--- src/rtl/cdc_bus_capture_if.sv ---
// Stream-side bundle for cdc_bus_capture: capture pulse and bus in, valid/ready stream,
// credit, overflow and fill status out. The producer/consumer side uses master, the block uses slave.
interface cdc_bus_capture_if #(
   parameter int DATA_W = 32,
   parameter int DEPTH  = 4
);
   localparam int CW = $clog2(DEPTH) + 1;

   logic              sync_valid;
   logic [DATA_W-1:0] bus_in;
   logic              m_valid;
   logic [DATA_W-1:0] m_data;
   logic              m_ready;
   logic              credit_ret;
   logic              overflow;
   logic              ovf_clr;
   logic [CW-1:0]     fill;

   modport master (
      output sync_valid, bus_in, m_ready, ovf_clr,
      input  m_valid, m_data, credit_ret, overflow, fill
   );

   modport slave (
      input  sync_valid, bus_in, m_ready, ovf_clr,
      output m_valid, m_data, credit_ret, overflow, fill
   );
endinterface

--- src/rtl/cdc_bus_capture.sv ---
// Destination-domain capture of a source-held bus on a synchronized valid pulse,
// buffered in a small register FIFO and returned as a valid/ready stream with per-pop credits.
module cdc_bus_capture #(
   parameter int DATA_W = 32,
   parameter int DEPTH  = 4
) (
   input  logic             i_clk,
   input  logic             i_rst_n,
   cdc_bus_capture_if.slave bus
);
   localparam int AW = $clog2(DEPTH);
   localparam int CW = AW + 1;
   localparam logic [CW-1:0] FULL_CNT = CW'(DEPTH);

   logic [DATA_W-1:0] r_mem [DEPTH];
   logic [AW-1:0]     r_wr_ptr;
   logic [AW-1:0]     r_rd_ptr;
   logic [CW-1:0]     r_fill;
   logic              r_credit;
   logic              r_overflow;

   logic w_full;
   logic w_pop;
   logic w_push;
   logic w_drop;

   assign w_full = (r_fill == FULL_CNT);
   assign w_pop  = (r_fill != '0) & bus.m_ready;
   // When full, a same-cycle pop frees the head slot, which is exactly where wr_ptr points.
   assign w_push = bus.sync_valid & (~w_full | w_pop);
   assign w_drop = bus.sync_valid & w_full & ~w_pop;

   always_ff @(posedge i_clk or negedge i_rst_n) begin
      if (!i_rst_n) begin
         for (int i = 0; i < DEPTH; i++) r_mem[i] <= '0;
      end else if (w_push) begin
         r_mem[r_wr_ptr] <= bus.bus_in;
      end
   end

   always_ff @(posedge i_clk or negedge i_rst_n) begin
      if (!i_rst_n) begin
         r_wr_ptr   <= '0;
         r_rd_ptr   <= '0;
         r_fill     <= '0;
         r_credit   <= 1'b0;
         r_overflow <= 1'b0;
      end else begin
         if (w_push) r_wr_ptr <= r_wr_ptr + AW'(1);
         if (w_pop)  r_rd_ptr <= r_rd_ptr + AW'(1);
         case ({w_push, w_pop})
            2'b10:   r_fill <= r_fill + CW'(1);
            2'b01:   r_fill <= r_fill - CW'(1);
            default: r_fill <= r_fill;
         endcase
         r_credit <= w_pop;
         // A new overflow in the same cycle as a clear keeps the flag set.
         if (w_drop)           r_overflow <= 1'b1;
         else if (bus.ovf_clr) r_overflow <= 1'b0;
      end
   end

   assign bus.m_valid    = (r_fill != '0);
   assign bus.m_data     = r_mem[r_rd_ptr];
   assign bus.credit_ret = r_credit;
   assign bus.overflow   = r_overflow;
   assign bus.fill       = r_fill;
endmodule
--- src/flat_wrapper.sv ---
// flat-port wrapper written by rule: the top's interface ports become plain ports
module cdc_bus_capture_flat 
#(
   parameter int DATA_W = 32,
   parameter int DEPTH  = 4
)
  (i_clk, i_rst_n, bus_sync_valid, bus_bus_in, bus_m_ready, bus_ovf_clr, bus_m_valid, bus_m_data, bus_credit_ret, bus_overflow, bus_fill);
  cdc_bus_capture_if #(.DATA_W(DATA_W), .DEPTH(DEPTH)) bus_i ();
  input  logic i_clk;
  input  logic i_rst_n;
  input wire logic [$bits(bus_i.sync_valid)-1:0] bus_sync_valid;
  input wire logic [$bits(bus_i.bus_in)-1:0] bus_bus_in;
  input wire logic [$bits(bus_i.m_ready)-1:0] bus_m_ready;
  input wire logic [$bits(bus_i.ovf_clr)-1:0] bus_ovf_clr;
  output wire logic [$bits(bus_i.m_valid)-1:0] bus_m_valid;
  output wire logic [$bits(bus_i.m_data)-1:0] bus_m_data;
  output wire logic [$bits(bus_i.credit_ret)-1:0] bus_credit_ret;
  output wire logic [$bits(bus_i.overflow)-1:0] bus_overflow;
  output wire logic [$bits(bus_i.fill)-1:0] bus_fill;
  assign bus_i.sync_valid = bus_sync_valid;
  assign bus_i.bus_in = bus_bus_in;
  assign bus_i.m_ready = bus_m_ready;
  assign bus_i.ovf_clr = bus_ovf_clr;
  assign bus_m_valid = bus_i.m_valid;
  assign bus_m_data = bus_i.m_data;
  assign bus_credit_ret = bus_i.credit_ret;
  assign bus_overflow = bus_i.overflow;
  assign bus_fill = bus_i.fill;
  cdc_bus_capture #(.DATA_W(DATA_W), .DEPTH(DEPTH)) u_core (.i_clk(i_clk), .i_rst_n(i_rst_n), .bus(bus_i));
endmodule
--- config.mk ---
export PLATFORM = sky130hd
export DESIGN_NAME = cdc_bus_capture_flat
export DESIGN_NICKNAME = d
export VERILOG_FILES = /design/src/rtl/cdc_bus_capture_if.sv /design/src/rtl/cdc_bus_capture.sv /design/src/flat_wrapper.sv
export SDC_FILE = /design/constraint.sdc
export NUM_CORES = 1
export LEC_CHECK = 0
export ABC_CLOCK_PERIOD_IN_PS = 3000
export CAP_MARGIN = 20
export CORE_ASPECT_RATIO = 1.1
export CORE_MARGIN = 4
export CORE_UTILIZATION = 55
export CTS_BUF_LIST = sky130_fd_sc_hd__clkbuf_8 sky130_fd_sc_hd__clkbuf_16
export DETAILED_ROUTE_END_ITERATION = 8
export PLACE_DENSITY_LB_ADDON = 0.3
export REMOVE_ABC_BUFFERS = 1
export SETUP_SLACK_MARGIN = 0.05
export SYNTH_ARGS = -nofsm -noshare
export SYNTH_HDL_FRONTEND = slang
export SYNTH_SLANG_ARGS = --single-unit
export TNS_END_PERCENT = 20
--- constraint.sdc ---
create_clock -name i_clk -period 3 [get_ports i_clk]
set_clock_uncertainty 0.05 [all_clocks]
set_input_delay 0.6 -clock i_clk [delete_from_list [all_inputs] [get_ports i_clk]]
set_output_delay 0.6 -clock i_clk [all_outputs]
set_load 0.01 [all_outputs]
# Word-level counts from Yosys, hierarchy flattened
# Index checks and enable logic that the tools add are counted.
[word_totals] reg_bits=137 input_bits=37 word_cells=41
[classes] add_sub_neg=4 n_lt_le_gt_ge=3 n_eq_ne=3 mux=9 bitwise=9 reduce_logical=4
[ops] op="$bwmux 128" count=1
[ops] op="$mux 32" count=3
[ops] op="$bmux 32 s2" count=1
[ops] op="$demux 32 s2" count=1
[ops] op="$ge 3x3->1 const B" count=2
[ops] op="$not 2->3" count=2
[ops] op="$pmux 3 s2" count=1
[ops] op="$add 2x1->2 const B" count=2
[ops] op="$and 1x1->1" count=4
[ops] op="$reduce_bool 2->1" count=2
[ops] op="$add 3x1->3 const B" count=1
[ops] op="$eq 3x3->1 const B" count=1
[ops] op="$lt 3x1->1 const B" count=1
[ops] op="$reduce_bool 3->1" count=1
[ops] op="$sub 3x1->3 const B" count=1
[ops] op="$eq 2x1->1 const B" count=1
[ops] op="$eq 2x2->1 const B" count=1
[ops] op="$mux 1" count=2
[ops] op="$not 1->1" count=2
[ops] op="$logic_and 1x1->1" count=1
[ops] op="$or 1x1->1" count=1

# Logic depth before layout (Yosys ltp)
[logic_depth] ltp_word=6 ltp_mapped=8 mapped_depth_nobuf=8

# Least setup slack after synthesis
# OpenSTA, ideal clock, no wires.
[synth_path] kind="input to register" startpoint="in bus_m_ready" endpoint="reg u_core.r_fill[2], in the netlist u_core.bus.fill[2]" setup_time_ns=0.079 arrival_ns=2.082 path_slack_ns=0.789 stages=8 cell_sequence="nor4b_4 -> nand2b_1 -> ha_1 -> inv_1 -> fa_1 -> xor2_1 -> nor2_1 -> xor2_1"
[synth_via] elab_chain_len=5 word_cells_on_any_way=7 classes_between="2 x eq/ne; 1 x mux; 3 x bitwise; 1 x reduce/logical"
[synth_lines] element="from (decl)" line="flat_wrapper.sv:13" rtl="input wire logic [$bits(bus_i.m_ready)-1:0] bus_m_ready;"
[synth_lines] element="$and 1x1->1 *" line="cdc_bus_capture.sv:28" rtl="assign w_pop = (r_fill != '0) & bus.m_ready;"
[synth_lines] element="$or 1x1->1" line="cdc_bus_capture.sv:30" rtl="assign w_push = bus.sync_valid & (~w_full | w_pop);"
[synth_lines] element="$and 1x1->1" line="cdc_bus_capture.sv:30"
[synth_lines] element="$eq 2x1->1 or $eq 2x2->1 (tied branches)" line="cdc_bus_capture.sv:51" rtl="case ({w_push, w_pop})"
[synth_lines] element="$pmux 3 s2 or $reduce_bool 2->1 (tied branches)"
[synth_lines] element="to (signal assigned)" line="cdc_bus_capture.sv:52" rtl="2'b10: r_fill <= r_fill + CW'(1);"
[synth_lines] element="to (signal assigned)" line="cdc_bus_capture.sv:53" rtl="2'b01: r_fill <= r_fill - CW'(1);"
[synth_lines] element="to (signal assigned)" line="cdc_bus_capture.sv:54" rtl="default: r_fill <= r_fill;"
[synth_lines] element="to (decl)" line="cdc_bus_capture.sv:18" rtl="logic [CW-1:0] r_fill;"
# Every way passes the cells marked *; elsewhere a longest branch is shown, timed or not.
# A chain may end at the register's enable or synchronous reset.

# Worst setup path in the final report
[layout_path] startpoint="reg u_core.r_rd_ptr[0]" endpoint="out bus_m_data[27]"
[layout_via] elab_chain_len=4
[layout_lines] element="from (decl)" line="cdc_bus_capture.sv:17" rtl="logic [AW-1:0] r_rd_ptr;"
[layout_lines] element="from (signal assigned)" line="cdc_bus_capture.sv:50" rtl="if (w_pop) r_rd_ptr <= r_rd_ptr + AW'(1);"
[layout_lines] element="$not 2->3 (not written as such)" line="cdc_bus_capture.sv:64" rtl="assign bus.m_data = r_mem[r_rd_ptr];"
[layout_lines] element="$bmux 32 s2" line="cdc_bus_capture.sv:64"
[layout_lines] element="$mux 32 (not written as such) (2 in a row)" line="cdc_bus_capture.sv:64"
[layout_lines] element="to (decl)" line="flat_wrapper.sv:16" rtl="output wire logic [$bits(bus_i.m_data)-1:0] bus_m_data;"
# No other way between the ends. The select of a mux whose other input is x is not followed.

==> parameters.txt <==
Parameter                              Value

Worst setup path
  Signal arrival time at the worst endpoint    2.19 ns
  Critical Path Fanout Max    14
  Critical setup path kind    reg -> out
  Delay of the slowest cell on the worst path    0.56 ns
  Crit start category    flop
  Cell-by-cell trace of the critical path    buf_4 -> mux4_2 -> clkdlybuf4s50_1
  Slowest CP cell    sky130_fd_sc_hd__mux4_2
  Worst setup EP type    primary output
  Data required, critical path    between 2 and 2.5 ns
  Gate family responsible for the most delay along the worst path    buffers and inverters
  Total buffers and inverters traversed by the critical path    2

Placement
  Post-placement setup slack    about 0.28 ns
  Routability-driven placement congestion ratio    0.739
  HPWL Detailed    7260 µm
  # port buffers    74

Floorplanning
  Boundary pin count    75
  Core box area    0.0105 mm²
  Num rows    39
  Die X-Extent    108 µm
  Full die area    approximately 0.013 mm²
  Die height    118 µm
  Initial standard-cell utilization of the core    0.572

Timing
  Aggregate negative setup slack    0 ns
  Worst Hold Margin    0.179 ns
  Portion of the clock cycle consumed by the worst path in the final layout    0.947
  Final hold vios    0
  Number of failing setup endpoints in the final timing report    0
  Unrepaired setup endpoints after global routing    no
  Minimum clock period    2.84 ns
  Remaining max-slew budget at the tightest pin    0.520
  Final worst setup slack    ~0.16 ns
  Slew at the pin with the worst max-slew slack    0.721 ns
  Fin. max-slew vios    0
  Max frequency    between 0.3 and 0.4 GHz

Clock tree
  Clk Tree Root Cell    sky130_fd_sc_hd__clkbuf_16
  Number of buffers added to fix hold violations after cts    0
  CTS Sinks    approximately 140
  Insertion delay to the later sink of the worst-skew pair    0.40 ns
  Clock tree from TritonCTS    built
  Post-CTS clock slew at the launch and capture registers of the worst setup and hold paths    roughly 0.06 ns
  CTS HTree Levels    4
  Maximum buffer depth of the clock tree    2
  Setup repair bufs after CTS    0
  Total clock buffers created by CTS    17

Pwr
  Power Internal    roughly 6.7 mW
  VDD IR max    0.543 mV
  Post-route total power    9.42 mW
  Clk pwr share    0.220
  Power Density    between 1000 and 1500 mW/mm²
  Fraction of power spent switching nets    0.288
  Combinational fraction of design power    0.422
  P_sw    2.71 mW
  Register share of total power    0.358
  Pleak    3.13 nW

Global route
  Largest net degree at the start of global routing    82
  Total GRT Usage    0.198
  Via count of the first global-routing pass    3774
  First-pass GRT wire length    19400 µm
  Overflow left after global routing    0
  Antenna violations before repair    0

Final layout
  Fraction of layout cells with a size suffix above 1    0.468
  FF/Latch Area    0.00343 mm²
  Synth-to-Final Area Change    25.6%
  Share of the core filled with cells in the final layout    0.718
  Multi-input gate area in the final layout    between 0.002 and 0.0025 mm²
  Final nets    481
  Diode count    0
  Filler cell count    668

Synth
  Most common cell in the synthesized netlist    sky130_fd_sc_hd__dfrtp_1
  Post-synth ARST share    1.00
  Flop and latch count out of synthesis    137
  Count of flip-flops with a built-in enable after synthesis    0
  Top area cells in the synthesized netlist    sky130_fd_sc_hd__dfrtp_1, sky130_fd_sc_hd__mux2_2, sky130_fd_sc_hd__mux4_2, sky130_fd_sc_hd__buf_6, sky130_fd_sc_hd__ha_1
  Synthesized instance count    approximately 350
  Area share of the largest cell type after synthesis    0.568
  Mean instance size in the synthesized netlist    17.1 µm²
  Ys flop type    sky130_fd_sc_hd__dfrtp_1
  Ranking of synthesized cells by instance count    sky130_fd_sc_hd__dfrtp_1, sky130_fd_sc_hd__mux2_2, sky130_fd_sc_hd__mux4_2
  Sequential share of the synthesized area    0.568
  Unique cell type count in the Yosys netlist    19
  Syn Std Cell Area    between 0.006 and 0.007 mm²
  Biggest area consumer among synthesized cells    sky130_fd_sc_hd__dfrtp_1
  Yosys warning total    0

Drt
  Vias per cell    5.49
  Mean routed wirelength per cell    19.4 µm
  ANT nets after route    0
  First-pass iteration count of the detailed router    4
  Vias    3260
  Drt initial violations    127
  DR DRC count    0
  Routed wire length    11500 µm

Run
  MaxCap Viol Count    0

Min path
  Hold crit path type    in -> async

Run status
  Outcome    finished, final reports clean
## state kept, by name (all words and copies together) (netlist names)
register               count
u_core.r_mem             128
u_core.bus.fill            3
u_core.r_rd_ptr            2
u_core.r_wr_ptr            2
u_core.bus.credit_ret      1
u_core.bus.overflow        1
## cell families (layout without fill, tap and decap cells)
kind of cell             after synthesis  count (layout)  synth area share
multiplexers                         162             162             0.362
adder cells (fa/ha/maj)                6               6            0.0137
AND/OR/NAND/NOR                       14              14            0.0129
flip-flops                           137             137             0.568
AO/OA/AOI/OAI                          2               2           0.00228
XOR/XNOR                               6               6           0.00872
buffers and inverters                 26             124            0.0319
## layer usage
layer  GRT usage  up-vias  wire [µm]
met5           0        -          0
li1            -     1470          -
met1       0.259     1724       4910
met3      0.0603        7        480
met4      0.0521        0         85
met2       0.323       59       6030
## worst register-to-register path, delay by kind of cell, from the launching register on
family | cells | cell delay (ns)
adders and majority gates | 2 | 0.58
buffers and inverters | 1 | 0.06
and+or+nand+nor | 3 | 0.64
xor gates and xnor gates | 2 | 0.29
DFF | 1 | 0.44
## cell type report
cell class                 count  area share
timing repair buffer          86       0.118
clock buffer                  23      0.0671
inverter                       6     0.00297
multi-input combinational    190       0.322
sequential                   137       0.453
clock inverter                 9      0.0126
tap                          143      0.0236
## placed cells by master (no fill, tap or decap)
master	instances
sky130_fd_sc_hd__inv_1	8
sky130_fd_sc_hd__dfrtp_1	135
sky130_fd_sc_hd__bufinv_16	2
sky130_fd_sc_hd__ha_1	5
sky130_fd_sc_hd__mux4_2	32
sky130_fd_sc_hd__mux2i_1	1
sky130_fd_sc_hd__nor2_4	4
sky130_fd_sc_hd__or3_1	1
sky130_fd_sc_hd__clkbuf_16	17
sky130_fd_sc_hd__nand2_1	6
sky130_fd_sc_hd__dfrtp_2	1
sky130_fd_sc_hd__mux2_2	129
sky130_fd_sc_hd__xnor2_1	3
sky130_fd_sc_hd__o21ai_0	1
sky130_fd_sc_hd__xor2_1	3
sky130_fd_sc_hd__clkinv_2	4
sky130_fd_sc_hd__fa_1	1
sky130_fd_sc_hd__dfrtp_4	1
sky130_fd_sc_hd__clkbuf_8	6
sky130_fd_sc_hd__nor4b_4	1
sky130_fd_sc_hd__buf_12	5
sky130_fd_sc_hd__buf_6	1
sky130_fd_sc_hd__buf_4	7
sky130_fd_sc_hd__nand2b_1	1
sky130_fd_sc_hd__o31a_1	1
sky130_fd_sc_hd__clkdlybuf4s50_1	73
sky130_fd_sc_hd__clkinvlp_4	1
sky130_fd_sc_hd__nor2_1	1
## metrics by stage
step	cell area (µm²)	instances
after floorplan	5860	333
final	7570	594
after global placement	6970	562
after detailed placement	6970	562
after global routing	7570	594
after CTS	7570	594
## power groups by stage
stage	combinational (mW)	sequential [mW]	clock (mW)
floorplan	2.36	3.31	0
global placement	3.93	3.31	0
detailed placement	4.03	3.38	0
CTS	4.06	3.37	2.10
global route	4.28	3.48	2.20
finish	3.98	3.37	2.07
## worst paths after layout
kind	from	end	slack, ns	depth (start not counted)
max in group asynchronous	i_rst_n	u_core.r_mem[68]	2.01	2
min reg2reg	u_core.r_mem[78]	u_core.r_mem[78]	0.45	1
max reg2reg	u_core.bus.fill[1]	u_core.bus.fill[2]	0.86	8
min	i_rst_n	u_core.r_mem[76]	0.18	1
min in group i_clk	u_core.r_mem[78]	u_core.r_mem[78]	0.45	1
max	u_core.r_rd_ptr[0]	bus_m_data[27]	0.16	3
## timing repair
| action | in CTS | in global routing |
|---|---|---|
| hold endpoints to repair | 0 | 0 |
| setup endpoints to repair | 1 | 0 |
| resized for setup | 1 | 0 |
Note: power is estimated with default switching activity, not from simulation.
